`config.mk`:
```
export PLATFORM = sky130hd
export DESIGN_NAME = watch_mode_ctrl_flat
export DESIGN_NICKNAME = d
export VERILOG_FILES = /design/src/rtl/watch_mode_ctrl_if.sv /design/src/rtl/watch_mode_ctrl.sv /design/src/flat_wrapper.sv
export SDC_FILE = /design/constraint.sdc
export NUM_CORES = 1
export LEC_CHECK = 0
export BUFFER_PORTS_ARGS = -buffer_cell sky130_fd_sc_hd__buf_2
export CORE_MARGIN = 10
export CORE_UTILIZATION = 55
export DETAILED_ROUTE_END_ITERATION = 12
export PLACE_DENSITY_LB_ADDON = 0.2
export SYNTH_ARGS = -nofsm -noshare
export SYNTH_HDL_FRONTEND = slang
export SYNTH_SLANG_ARGS = --single-unit
```
`constraint.sdc`:
```
create_clock -name clk -period 2.1 [get_ports clk]
set_input_delay 0.525 -clock clk [delete_from_list [all_inputs] [get_ports clk]]
set_output_delay 0.525 -clock clk [all_outputs]
set_load 0.01 [all_outputs]
```
`src/rtl/watch_mode_ctrl_if.sv`:
```
// watch_mode_ctrl_if: raw buttons in, counter controls and display blanking out
interface watch_mode_ctrl_if;
    logic       btn_mode;
    logic       btn_start;
    logic       btn_up;
    logic       run_en;
    logic       clr;
    logic       inc_h;
    logic       inc_m;
    logic [7:0] blank_mask;
    logic [1:0] mode;
    modport master (output btn_mode, btn_start, btn_up,
                    input run_en, clr, inc_h, inc_m, blank_mask, mode);
    modport slave  (input btn_mode, btn_start, btn_up,
                    output run_en, clr, inc_h, inc_m, blank_mask, mode);
endinterface

```
`src/rtl/watch_mode_ctrl.sv`:
```
// watch_mode_ctrl: debounced RUN/STOP/SET_H/SET_M panel FSM with UP auto-repeat and set-digit blink
module watch_mode_ctrl #(
    parameter int DEBOUNCE      = 20,
    parameter int REPEAT_DELAY  = 500,
    parameter int REPEAT_PERIOD = 200,
    parameter int BLINK_HALF    = 250
) (
    input  logic             clk,
    input  logic             rst,
    watch_mode_ctrl_if.slave bus
);
    typedef enum logic [1:0] {RUN = 2'b00, STOP = 2'b01, SET_H = 2'b10, SET_M = 2'b11} state_t;
    localparam int DW   = $clog2(DEBOUNCE + 1);
    localparam int RMAX = REPEAT_DELAY > REPEAT_PERIOD ? REPEAT_DELAY : REPEAT_PERIOD;
    localparam int RW   = $clog2(RMAX + 1);
    localparam int BW   = $clog2(BLINK_HALF + 1);
    localparam logic [DW-1:0] DB_LAST     = DW'(DEBOUNCE - 1);
    localparam logic [RW-1:0] DELAY_LAST  = RW'(REPEAT_DELAY - 1);
    localparam logic [RW-1:0] PERIOD_LAST = RW'(REPEAT_PERIOD - 1);
    localparam logic [BW-1:0] BLINK_LAST  = BW'(BLINK_HALF - 1);

    logic [2:0]    raw, s1, s2, db, db_q, armed, press;
    logic [DW-1:0] dcnt [3];
    state_t        state, state_n;
    logic          run_en, clr, inc_h, inc_m, rep_act, rep_first, blanked;
    logic          run_en_n, clr_n, inc_h_n, inc_m_n, rep_act_n, rep_first_n, blanked_n;
    logic [7:0]    mask, mask_n;
    logic [RW-1:0] rep_cnt, rep_cnt_n;
    logic [BW-1:0] blink_cnt, blink_cnt_n;
    logic          ev_mode, ev_start, ev_up, up_press, changed, rep_fire, up_strobe;
    logic          blink_clr, blink_wrap;

    assign raw = {bus.btn_up, bus.btn_start, bus.btn_mode};

    always_ff @(posedge clk) begin
        s1 <= raw;
        s2 <= s1;
    end

    // armed keeps a button held through reset from producing a press until it is released
    always_ff @(posedge clk) begin
        if (rst) begin
            db    <= '0;
            db_q  <= '0;
            armed <= '0;
            for (int i = 0; i < 3; i++) dcnt[i] <= '0;
        end else begin
            db_q  <= db;
            armed <= armed | ~s2;
            for (int i = 0; i < 3; i++) begin
                if (s2[i] == db[i]) dcnt[i] <= '0;
                else if (dcnt[i] == DB_LAST) begin
                    db[i]   <= s2[i];
                    dcnt[i] <= '0;
                end else dcnt[i] <= dcnt[i] + 1'b1;
            end
        end
    end

    assign press = db & ~db_q & armed;

    always_comb begin
        ev_mode     = press[0];
        ev_start    = press[1] & ~press[0];
        ev_up       = press[2] & ~press[1] & ~press[0];
        state_n     = ev_mode ? (state == SET_H ? SET_M : state == SET_M ? RUN : SET_H) :
                      (ev_start & ~state[1]) ? (state == RUN ? STOP : RUN) : state;
        changed     = state_n != state;
        up_press    = ev_up & state[1];
        rep_fire    = rep_act & db[2] & ~changed & (rep_cnt == (rep_first ? DELAY_LAST : PERIOD_LAST));
        up_strobe   = up_press | rep_fire;
        run_en_n    = state_n == RUN;
        clr_n       = ev_up & (state == STOP);
        inc_h_n     = up_strobe & (state == SET_H);
        inc_m_n     = up_strobe & (state == SET_M);
        rep_act_n   = up_press | (rep_act & db[2] & ~changed);
        rep_first_n = up_press ? 1'b1 : rep_fire ? 1'b0 : rep_first;
        rep_cnt_n   = (~rep_act_n | up_press | rep_fire) ? '0 : rep_cnt + 1'b1;
        // holding UP pins the blink at the start of its visible half
        blink_clr   = state_n[1] & (changed | db[2]);
        blink_wrap  = blink_cnt == BLINK_LAST;
        blink_cnt_n = (~state_n[1] | blink_clr | blink_wrap) ? '0 : blink_cnt + 1'b1;
        blanked_n   = (~state_n[1] | blink_clr) ? 1'b0 : blink_wrap ? ~blanked : blanked;
        mask_n      = ~blanked_n ? 8'h00 : state_n == SET_H ? 8'hC0 : 8'h30;
    end

    always_ff @(posedge clk) begin
        if (rst) begin
            state     <= RUN;
            run_en    <= 1'b1;
            clr       <= 1'b0;
            inc_h     <= 1'b0;
            inc_m     <= 1'b0;
            mask      <= '0;
            rep_act   <= 1'b0;
            rep_first <= 1'b0;
            rep_cnt   <= '0;
            blink_cnt <= '0;
            blanked   <= 1'b0;
        end else begin
            state     <= state_n;
            run_en    <= run_en_n;
            clr       <= clr_n;
            inc_h     <= inc_h_n;
            inc_m     <= inc_m_n;
            mask      <= mask_n;
            rep_act   <= rep_act_n;
            rep_first <= rep_first_n;
            rep_cnt   <= rep_cnt_n;
            blink_cnt <= blink_cnt_n;
            blanked   <= blanked_n;
        end
    end

    assign bus.mode       = state;
    assign bus.run_en     = run_en;
    assign bus.clr        = clr;
    assign bus.inc_h      = inc_h;
    assign bus.inc_m      = inc_m;
    assign bus.blank_mask = mask;
endmodule

```
`src/flat_wrapper.sv`:
```
// flat-port wrapper written by rule: the top's interface ports become plain ports
module watch_mode_ctrl_flat 
#(
    parameter int DEBOUNCE      = 20,
    parameter int REPEAT_DELAY  = 500,
    parameter int REPEAT_PERIOD = 200,
    parameter int BLINK_HALF    = 250
)
  (clk, rst, bus_btn_mode, bus_btn_start, bus_btn_up, bus_run_en, bus_clr, bus_inc_h, bus_inc_m, bus_blank_mask, bus_mode);
  watch_mode_ctrl_if bus_i ();
  input  logic clk;
  input  logic rst;
  input wire logic [$bits(bus_i.btn_mode)-1:0] bus_btn_mode;
  input wire logic [$bits(bus_i.btn_start)-1:0] bus_btn_start;
  input wire logic [$bits(bus_i.btn_up)-1:0] bus_btn_up;
  output wire logic [$bits(bus_i.run_en)-1:0] bus_run_en;
  output wire logic [$bits(bus_i.clr)-1:0] bus_clr;
  output wire logic [$bits(bus_i.inc_h)-1:0] bus_inc_h;
  output wire logic [$bits(bus_i.inc_m)-1:0] bus_inc_m;
  output wire logic [$bits(bus_i.blank_mask)-1:0] bus_blank_mask;
  output wire logic [$bits(bus_i.mode)-1:0] bus_mode;
  assign bus_i.btn_mode = bus_btn_mode;
  assign bus_i.btn_start = bus_btn_start;
  assign bus_i.btn_up = bus_btn_up;
  assign bus_run_en = bus_i.run_en;
  assign bus_clr = bus_i.clr;
  assign bus_inc_h = bus_i.inc_h;
  assign bus_inc_m = bus_i.inc_m;
  assign bus_blank_mask = bus_i.blank_mask;
  assign bus_mode = bus_i.mode;
  watch_mode_ctrl #(.DEBOUNCE(DEBOUNCE), .REPEAT_DELAY(REPEAT_DELAY), .REPEAT_PERIOD(REPEAT_PERIOD), .BLINK_HALF(BLINK_HALF)) u_core (.clk(clk), .rst(rst), .bus(bus_i));
endmodule
```
* Word level (Yosys, flattened, before mapping)
Memories as Yosys holds them, arrays and structs flattened. Cells that the tools add are included.
Storage, ports and cells: flip-flop bits (word level) 49, memory bits (writable) 15, output and inout bits 14, memories kept 1
Cells by class: add/sub/neg operators 5, eq/ne operators 13, mux-type cells 55, bitwise gates (word level) 44, reduce and logical (&&, ||, !) cells 9
Memories:
- u_core.dcnt | words 3, bits a word 5, read ports 3, clocked after memory_dff 0, wr ports 3, line watch_mode_ctrl.sv:23 | logic [DW-1:0] dcnt [3];
Operator list (number):
- 5-bit 2-to-1 mux | 9
- 1-bit 2-to-1 mux | 40
- 1-bit bitwise OR | 16
- 5-bit by 1-bit adder with 5-bit output, second input constant | 3
- 5-bit == test, second input constant | 3
- 1-bit AND | 12
- 1-bit inverter | 11
- 9-bit by 1-bit adder with 9-bit output, second input constant | 1
- 9-bit == test | 1
- 9-bit 2-to-1 mux | 1
- 8-bit by 1-bit adder with 8-bit output, second input constant | 1
- 8-bit == test, second input constant | 1
- 2-bit 2-to-1 mux | 4
- 8-bit 2-to-1 mux | 1
- 3-bit AND | 2
- 2-bit == test, second input constant | 3
- 3-bit inverter | 2
- 2-bit AND reduction | 3
- 2-bit OR reduction | 3
- 2-bit zero test | 2
- 1-bit == test | 3
- 3-bit bitwise OR | 1
- 2-bit by 1-bit == test with 1-bit output, second input constant | 1
- 2-bit != test | 1
- 2-bit nonzero test | 1

* Logic depth before layout (Yosys ltp)
Gate-level depths: netlist of the first run.
depth in word-level cells 16, mapped depth 7

* Worst setup path after synthesis of the first run
Ideal clock, no wire load.
kind flip-flop to flip-flop, start reg u_core.rep_cnt[5], end reg u_core.rep_first, setup time 0.132 ns, arrival time 1.439 ns, data required time 1.968 ns, setup slack 0.529 ns, cell stages (with the launch flop) 5, clock period less this slack 1.571 ns, path through dfxtp_1 > or4b_1 > o22a_2 > o41ai_1 > a21oi_1
On the way: cells in the longest elaborated chain, start to end 3
RTL lines:
- start: declaration | line watch_mode_ctrl.sv:28 | logic [RW-1:0] rep_cnt, rep_cnt_n;
- start signal: assignment | line watch_mode_ctrl.sv:109 | rep_cnt <= rep_cnt_n;
- 9-bit == test | line watch_mode_ctrl.sv:70 | rep_fire = rep_act & db[2] & ~changed & (rep_cnt == (rep_first ? DELAY_LAST : PERIOD_LAST));
- 1-bit AND | line watch_mode_ctrl.sv:70
- 2-bit nonzero test (no line)
- end signal: assignment | line watch_mode_ctrl.sv:108 | rep_first <= rep_first_n;
- end: declaration | line watch_mode_ctrl.sv:25 | logic run_en, clr, inc_h, inc_m, rep_act, rep_first, blanked;
No other way between the ends. A chain may end at the register's enable or synchronous reset.

* Final worst setup path of the first run
start reg u_core.rep_cnt[2], end reg u_core.rep_cnt[8]
On the way: cells in the longest elaborated chain, start to end 4, elaborated cells on any way between the ends 5, classes of those cells add/sub: 1; eq/ne: 1; bitwise: 2; reduce/logical: 1
RTL lines:
- parallel branches: the longest is 4 deep, another holds 9-bit by 1-bit adder with 9-bit output
Parallel ways; which one is timed is not known.

==> qor.csv, run 1 <==
metric;value;unit
final wirelength;3530;um
Final ANT Viol Nets;0;
Adder-Cell Fraction of Synth Area;3.17;%
Compound-Gate Fraction of Synth Area;5.02;%
post-synthesis sequential area ratio;55.3;%
Post-synth top flop;dfxtp_1;
number of I/O pins;19;
DPL Wire Length;2640;um
peak supply drop;0.601;mV
clock tree buffer depth;2;
total CTS buffers;9;
share of layout cells above drive strength 1;13.0;%
RSZ-0062 raised after global routing;false;
Slew Limit Fails;0;
number of clock sinks;58;
H-tree depth;3;
first-pass GRT wire length;6530;um
Initial Util;58.0;%
Worst R2R Path Depth;4;
Hold Buf Count CTS;0;
chip width;85.6;um
CTS tree;done;
clock root buffer;clkbuf_8;
P_leak;1.02;nW
cell area after layout;2730;sq um
Routability Congestion;0.801;
setup TNS;0;ns
cell count after synthesis;232;
post-CTS setup buffers;0;
# setup viols final;0;
Startpoint Class;flop;
xor/xnor share of the synthesized area;9.61;%
vias in the first global route;1527;
critical path class;reg -> reg;
dpl cells;304;
FP Rows;23;
Tot GR Track Use;11.0;%
Die Area;7330;sq um
status;finished clean;
#FFs+latches synth;58;
vias per cell;4.96;
multiplexer share of the synthesized area;1.27;%
global route total overflow;0;
max_cap viols;0;
Crit path arrival time;1.90;ns
fin crit period;1.70;ns
Syn Area/Cell;10.2;sq um
fin crit share;81.1;%
Final Hold Vio Count;0;
synth top area cells;dfxtp_1 (36%), edfxtp_1 (19%), nor2_1 (6.7%);
Synth Area in Simple Gates;21.2;%
area leader, netlist;dfxtp_1;
latest clock arrival within the worst-skew pair;0.33;ns
async set-reset flop share out of synthesis;0;%
CTS resizes;0;
Nets;276;
skew final;0.00682;ns
largest net degree at the start of global routing;17;
slew at the pin closest to its max-slew limit;0.503;ns
Max Fclk;587;MHz
Yosys top cell area share;36.3;%
largest family of logic cells by synthesized area;simple AND/OR/NAND/NOR gates;
Core Region;4090;sq um
Pwr Total;2.32;mW
Die H;85.6;um
Yosys cell types;40;
per-cell routed wire length;11.0;um
ant diodes;0;
worst min path class;in -> reg;
PwrDens;849;nW/um^2
area grow syn2layout;15.1;%
Post-Place Cell Area;2510;sq um
CTS clk-pin slew, worst paths;0.06;ns
initial antenna violation count;0;
total iterations of the first detailed-routing run;4;
Storage cell area;1310;sq um
DRC;0;
critical path required time;2.30;ns
Vias;1588;
most common cell after layout, fill and taps aside;dfxtp_1;
Post-Syn Area;2370;sq um
final non-filler cell total;320;
WHS Path Cells;1;
Multi-input gate area;1020;sq um
number of synthesized flops with an enable pin;15;
port bufs;14;
Yosys warning total;0;
fillers;339;
crit end category;flop;
Crit Path Max Fanout;9;
most frequent cells in the layout;dfxtp_1 (43), nor2_1 (42), conb_1 (19);
slew margin rel.;66.0;%
initial DRC count;83;
cells in the mapped netlist, drive strengths merged, types with 5 or more instances:
cell	instances
ha	6
a21oi	7
xor2	13
dfxtp	43
nand3	13
inv	10
nor2	42
buf	6
xnor2	13
nand2	11
edfxtp	15
nor3	5
layer usage:
layer | global-route usage, % | vias up | wire length, um
met1 | 12.2 | 724 | 1650
li1 | - | 837 | -
met3 | 5.96 | 8 | 209
met5 | 0 | - | 0
met4 | 5.39 | 0 | 75
met2 | 16.7 | 19 | 1600
worst paths after layout:
kind                                        to  slack, ns                         start
setup / recovery  u_core.rep_cnt[8]$_SDFF_PP0_       0.40  u_core.rep_cnt[2]$_SDFF_PP0_
hold / removal            u_core.s1[1]$_DFF_P_       0.29                 bus_btn_start
setup reg to reg  u_core.rep_cnt[8]$_SDFF_PP0_       0.40  u_core.rep_cnt[2]$_SDFF_PP0_
hold reg to reg           u_core.s2[0]$_DFF_P_       0.33          u_core.s1[0]$_DFF_P_
power by group:
part	internal (mW)	switching [mW]	total, mW
combinational	0.0291	0.0378	0.0669
sequential	1.18	0.0209	1.20
clock	0.640	0.410	1.05
registers in the layout, indices dropped and copies added, names as in the netlist, 2 cells and up:
signal and flops:
u_core.dcnt 15, u_core.rep_cnt 9, u_core.blink_cnt 8, u_core.armed 3
u_core.db 3, u_core.db_q 3, u_core.s1 3, u_core.s2 3
u_core.bus.blank_mask 2, u_core.bus.mode 2
critical path: stages, from the launching register on:
cell and delay, ns:
dfxtp_1 0.40, or4b_1 0.45, o22a_2 0.24, o211ai_2 0.38, nor2_1 0.10
stage by stage:
stage	util, %	hold slack [ns]	worst slack [ns]
2_1_floorplan	-	0.310	0.529
3_3_place_gp	61.5	0.311	0.409
3_5_place_dp	61.5	0.315	0.366
4_1_cts	66.7	0.276	0.371
5_1_grt	66.7	0.274	0.245
6_report	66.7	0.290	0.397
kinds of logic (layout without fill, tap and decap cells):
family	after synthesis	in the layout
AOI/OAI and AO/OA	17	17
xor gates and xnor gates	26	26
adders and majority gates	6	6
buffers and inverters	20	41
DFF	58	58
muxes	3	3
other	2	19
and+or+nand+nor	100	100
final cells by class:
type	count	share of cell area, %
tap	50	2.29
inverter	10	1.38
multi-input combinational	171	37.6
clock buffer	12	6.06
timing repair buffer	15	2.84
sequential	58	48.1
clock inverter	4	1.79
(Power assumes the default switching activity.)
==> run 2: changes to the inputs <==
ABC_AREA = 1   (was default)
clock period = 1.76 ns   (was 2.1 ns; I/O delays follow)
==> qor.csv, run 2 <==
metric;value;unit;change
DRC;0;;unchanged
total CTS buffers;9;;unchanged
initial DRC count;77;;was 83
area grow syn2layout;13.1;%;was 15.1%
peak supply drop;0.540;mV;was 0.601 mV
Comb power frac;3.2;%;was 2.9%
latest clock arrival within the worst-skew pair;0.33;ns;about the same
largest register by flop count;u_core.dcnt;;unchanged
fin crit share;82.8;%;
Yosys top cell area share;35.6;%;was 36.3%
Yosys warning total;0;;unchanged
largest net degree at the start of global routing;12;;was 17
area leader, netlist;dfxtp_1;;unchanged
share of layout cells above drive strength 1;14.9;%;was 13.0%
Startpoint Class;flop;;unchanged
H-tree depth;3;;unchanged
Yosys cell types;31;;was 40
CTS resizes;0;;unchanged
PwrDens;945;nW/um^2;was 849 nW/um^2
Die Area;7460;sq um;was 7330 sq um
#FFs+latches synth;58;;unchanged
clock tree buffer depth;2;;unchanged
WP buf/inv;1;;was 0
Final ANT Viol Nets;0;;unchanged
Crit Path Max Fanout;9;;unchanged
# setup viols final;0;;unchanged
Pwr Total;2.59;mW;was 2.32 mW
setup slack, reg-to-reg;0.41;ns;was 0.40 ns
Hold Buf Count CTS;0;;unchanged
per-cell routed wire length;10.3;um;was 11.0 um
final wirelength;3710;um;was 3530 um
sw power;567;uW;was 468 uW
Die H;86.3;um;was 85.6 um
number of I/O pins;19;;unchanged
min-delay src;bus_btn_mode;;was bus_btn_start
skew final;0.00766;ns;was 0.00682 ns
Net Sw Frac;21.9;%;was 20.2%
post-synthesis sequential area ratio;54.2;%;was 55.3%
synth cell count leaders;nor2_1 (50), dfxtp_1 (43), nand2_1 (35);;was dfxtp_1 (43), nor2_1 (42), edfxtp_1 (15)
DPL Wire Length;2690;um;was 2640 um
Slew Limit Fails;0;;unchanged
first-pass GRT wire length;6420;um;was 6530 um
cell count after synthesis;268;;was 232
CTS clk-pin slew, worst paths;0.06;ns;about the same
fin crit period;1.46;ns;
Initial Util;56.4;%;was 58.0%
Post-Syn Area;2420;sq um;was 2370 sq um
most frequent cells in the layout;nor2_1 (50), dfxtp_1 (43), nand2_1 (35);;was dfxtp_1 (43), nor2_1 (42), conb_1 (19)
port bufs;14;;unchanged
clock root buffer;clkbuf_8;;unchanged
CP max stage delay;0.50;ns;was 0.45 ns
number of clock sinks;58;;unchanged
P_leak;1.14;nW;was 1.02 nW
Top Family by Delay on Critical Path;flip-flops;;was compound AO/OA/AOI/OAI gates
async set-reset flop share out of synthesis;0;%;unchanged
Regs by FF count;u_core.dcnt (15), u_core.rep_cnt (9), u_core.blink_cnt (8);;unchanged
Post-Place Cell Area;2560;sq um;was 2510 sq um
chip width;86.3;um;was 85.6 um
initial antenna violation count;0;;unchanged
vias per cell;4.59;;was 4.96
post-CTS setup buffers;0;;unchanged
FP Rows;24;;was 23
Crit path arrival time;1.02;ns;was 1.90 ns
final core occ;63.8;%;was 66.7%
WHS Path Cells;1;;unchanged
worst min path class;in -> reg;;unchanged
FF-to-FF Start;u_core.rep_cnt[0]$_SDFF_PP0_;;was u_core.rep_cnt[2]$_SDFF_PP0_
hold_ws;0.213;ns;was 0.290 ns
CP startpoint;u_core.bus.mode[1]$_SDFF_PP0_;;was u_core.rep_cnt[2]$_SDFF_PP0_
Worst R2R Path Depth;6;;was 4
synth top area cells;dfxtp_1 (36%), edfxtp_1 (19%), nor2_1 (7.8%);;was dfxtp_1 (36%), edfxtp_1 (19%), nor2_1 (6.7%)
setup TNS;0;ns;unchanged
Core Region;4290;sq um;was 4090 sq um
crit end category;output port;;was flop
Routability Congestion;0.817;;was 0.801
Syn Area/Cell;9.03;sq um;was 10.2 sq um
status;finished clean;;unchanged
clock share of power;41.3;%;was 45.3%
critical path required time;1.32;ns;was 2.30 ns
WHS Endpoint;u_core.s1[0]$_DFF_P_;;was u_core.s1[1]$_DFF_P_
sequential share of power;55.4;%;was 51.8%
top-count cell post-synth;nor2_1;;was dfxtp_1
Max Fclk;686;MHz;
RSZ-0062 raised after global routing;false;;unchanged
CTS tree;done;;unchanged
cell area after layout;2740;sq um;was 2730 sq um
fillers;381;;was 339
Post-synth top flop;dfxtp_1;;unchanged
vias in the first global route;1544;;was 1527
global route total overflow;0;;unchanged
critical path class;reg -> out;;was reg -> reg
Vias;1653;;was 1588
max_cap viols;0;;unchanged
Tot GR Track Use;10.9;%;was 11.0%
Nets;314;;was 276
total iterations of the first detailed-routing run;5;;was 4
Worst path slowest cell;dfxtp_1;;was or4b_1
Cell Chain, Critical Path;buf_2;;was or4b_1, o22a_2, o211ai_2, nor2_1
Critical R2R Capture;u_core.rep_cnt[8]$_SDFF_PP0_;;unchanged
ant diodes;0;;unchanged
most common cell after layout, fill and taps aside;nor2_1;;was dfxtp_1
number of synthesized flops with an enable pin;15;;unchanged
max reg flops;15;;unchanged
Final Hold Vio Count;0;;unchanged
P_int;2.02;mW;was 1.85 mW
run 2: cell families (layout without fill, tap and decap cells):
logic type	Yosys count	in the layout	synth area share, %
other	2	19	0.310
xor gates and xnor gates	19	19	6.87
AOI/OAI and AO/OA	24	24	5.32
and+or+nand+nor	123	123	23.2
adders and majority gates	6	6	3.10
DFF	58	58	54.2
buffers and inverters	36	59	7.03
run 2: worst max path at each step:
stage	cells past startpoint	endpoint	slack, ns
detailed placement	6	u_core.dcnt[2][2]$_SDFFCE_PN0P_	0.29
CTS	1	bus_mode[1]	0.29
finish	1	bus_mode[1]	0.30
global route	8	u_core.rep_cnt[6]$_SDFF_PP0_	0.25
global placement	6	u_core.dcnt[2][2]$_SDFFCE_PN0P_	0.34
floorplan	6	u_core.dcnt[0][2]$_SDFFCE_PN0P_	0.56
run 2: layout make-up:
| type | instances | area, sq um | share of cell area, % |
|---|---|---|---|
| Sequential cell | 58 | 1310 | 47.9 |
| Clock buffer | 13 | 159 | 5.80 |
| Clock inverter | 3 | 15.0 | 0.548 |
| Timing Repair Buffer | 15 | 77.6 | 2.83 |
| Multi-Input combinational cell | 191 | 1000 | 36.7 |
| Tap cell | 52 | 65.1 | 2.38 |
| Inverter | 28 | 106 | 3.88 |
run 2: metal layers:
layer	track usage, %	wire length, um	vias to the layer above
met5	0	0	-
met4	7.81	73	0
met3	5.16	170	9
met2	16.0	1690	23
met1	12.0	1770	726
li1	-	-	895
run 2: per-stage QoR:
stage | cells | setup WS (ns)
finish | 360 | 0.303
global route | 360 | 0.252
CTS | 360 | 0.285
detailed placement | 344 | 0.295
global placement | 344 | 0.339
floorplan | 285 | 0.556
run 2: power by group through the flow:
stage	combinational, mW	sequential, mW	clock, mW
3_3_place_gp	0.0804	1.46	0
6_report	0.0840	1.43	1.07
3_5_place_dp	0.0828	1.46	0
2_1_floorplan	0.0715	1.46	0
4_1_cts	0.0834	1.43	1.10
5_1_grt	0.0999	1.44	1.16
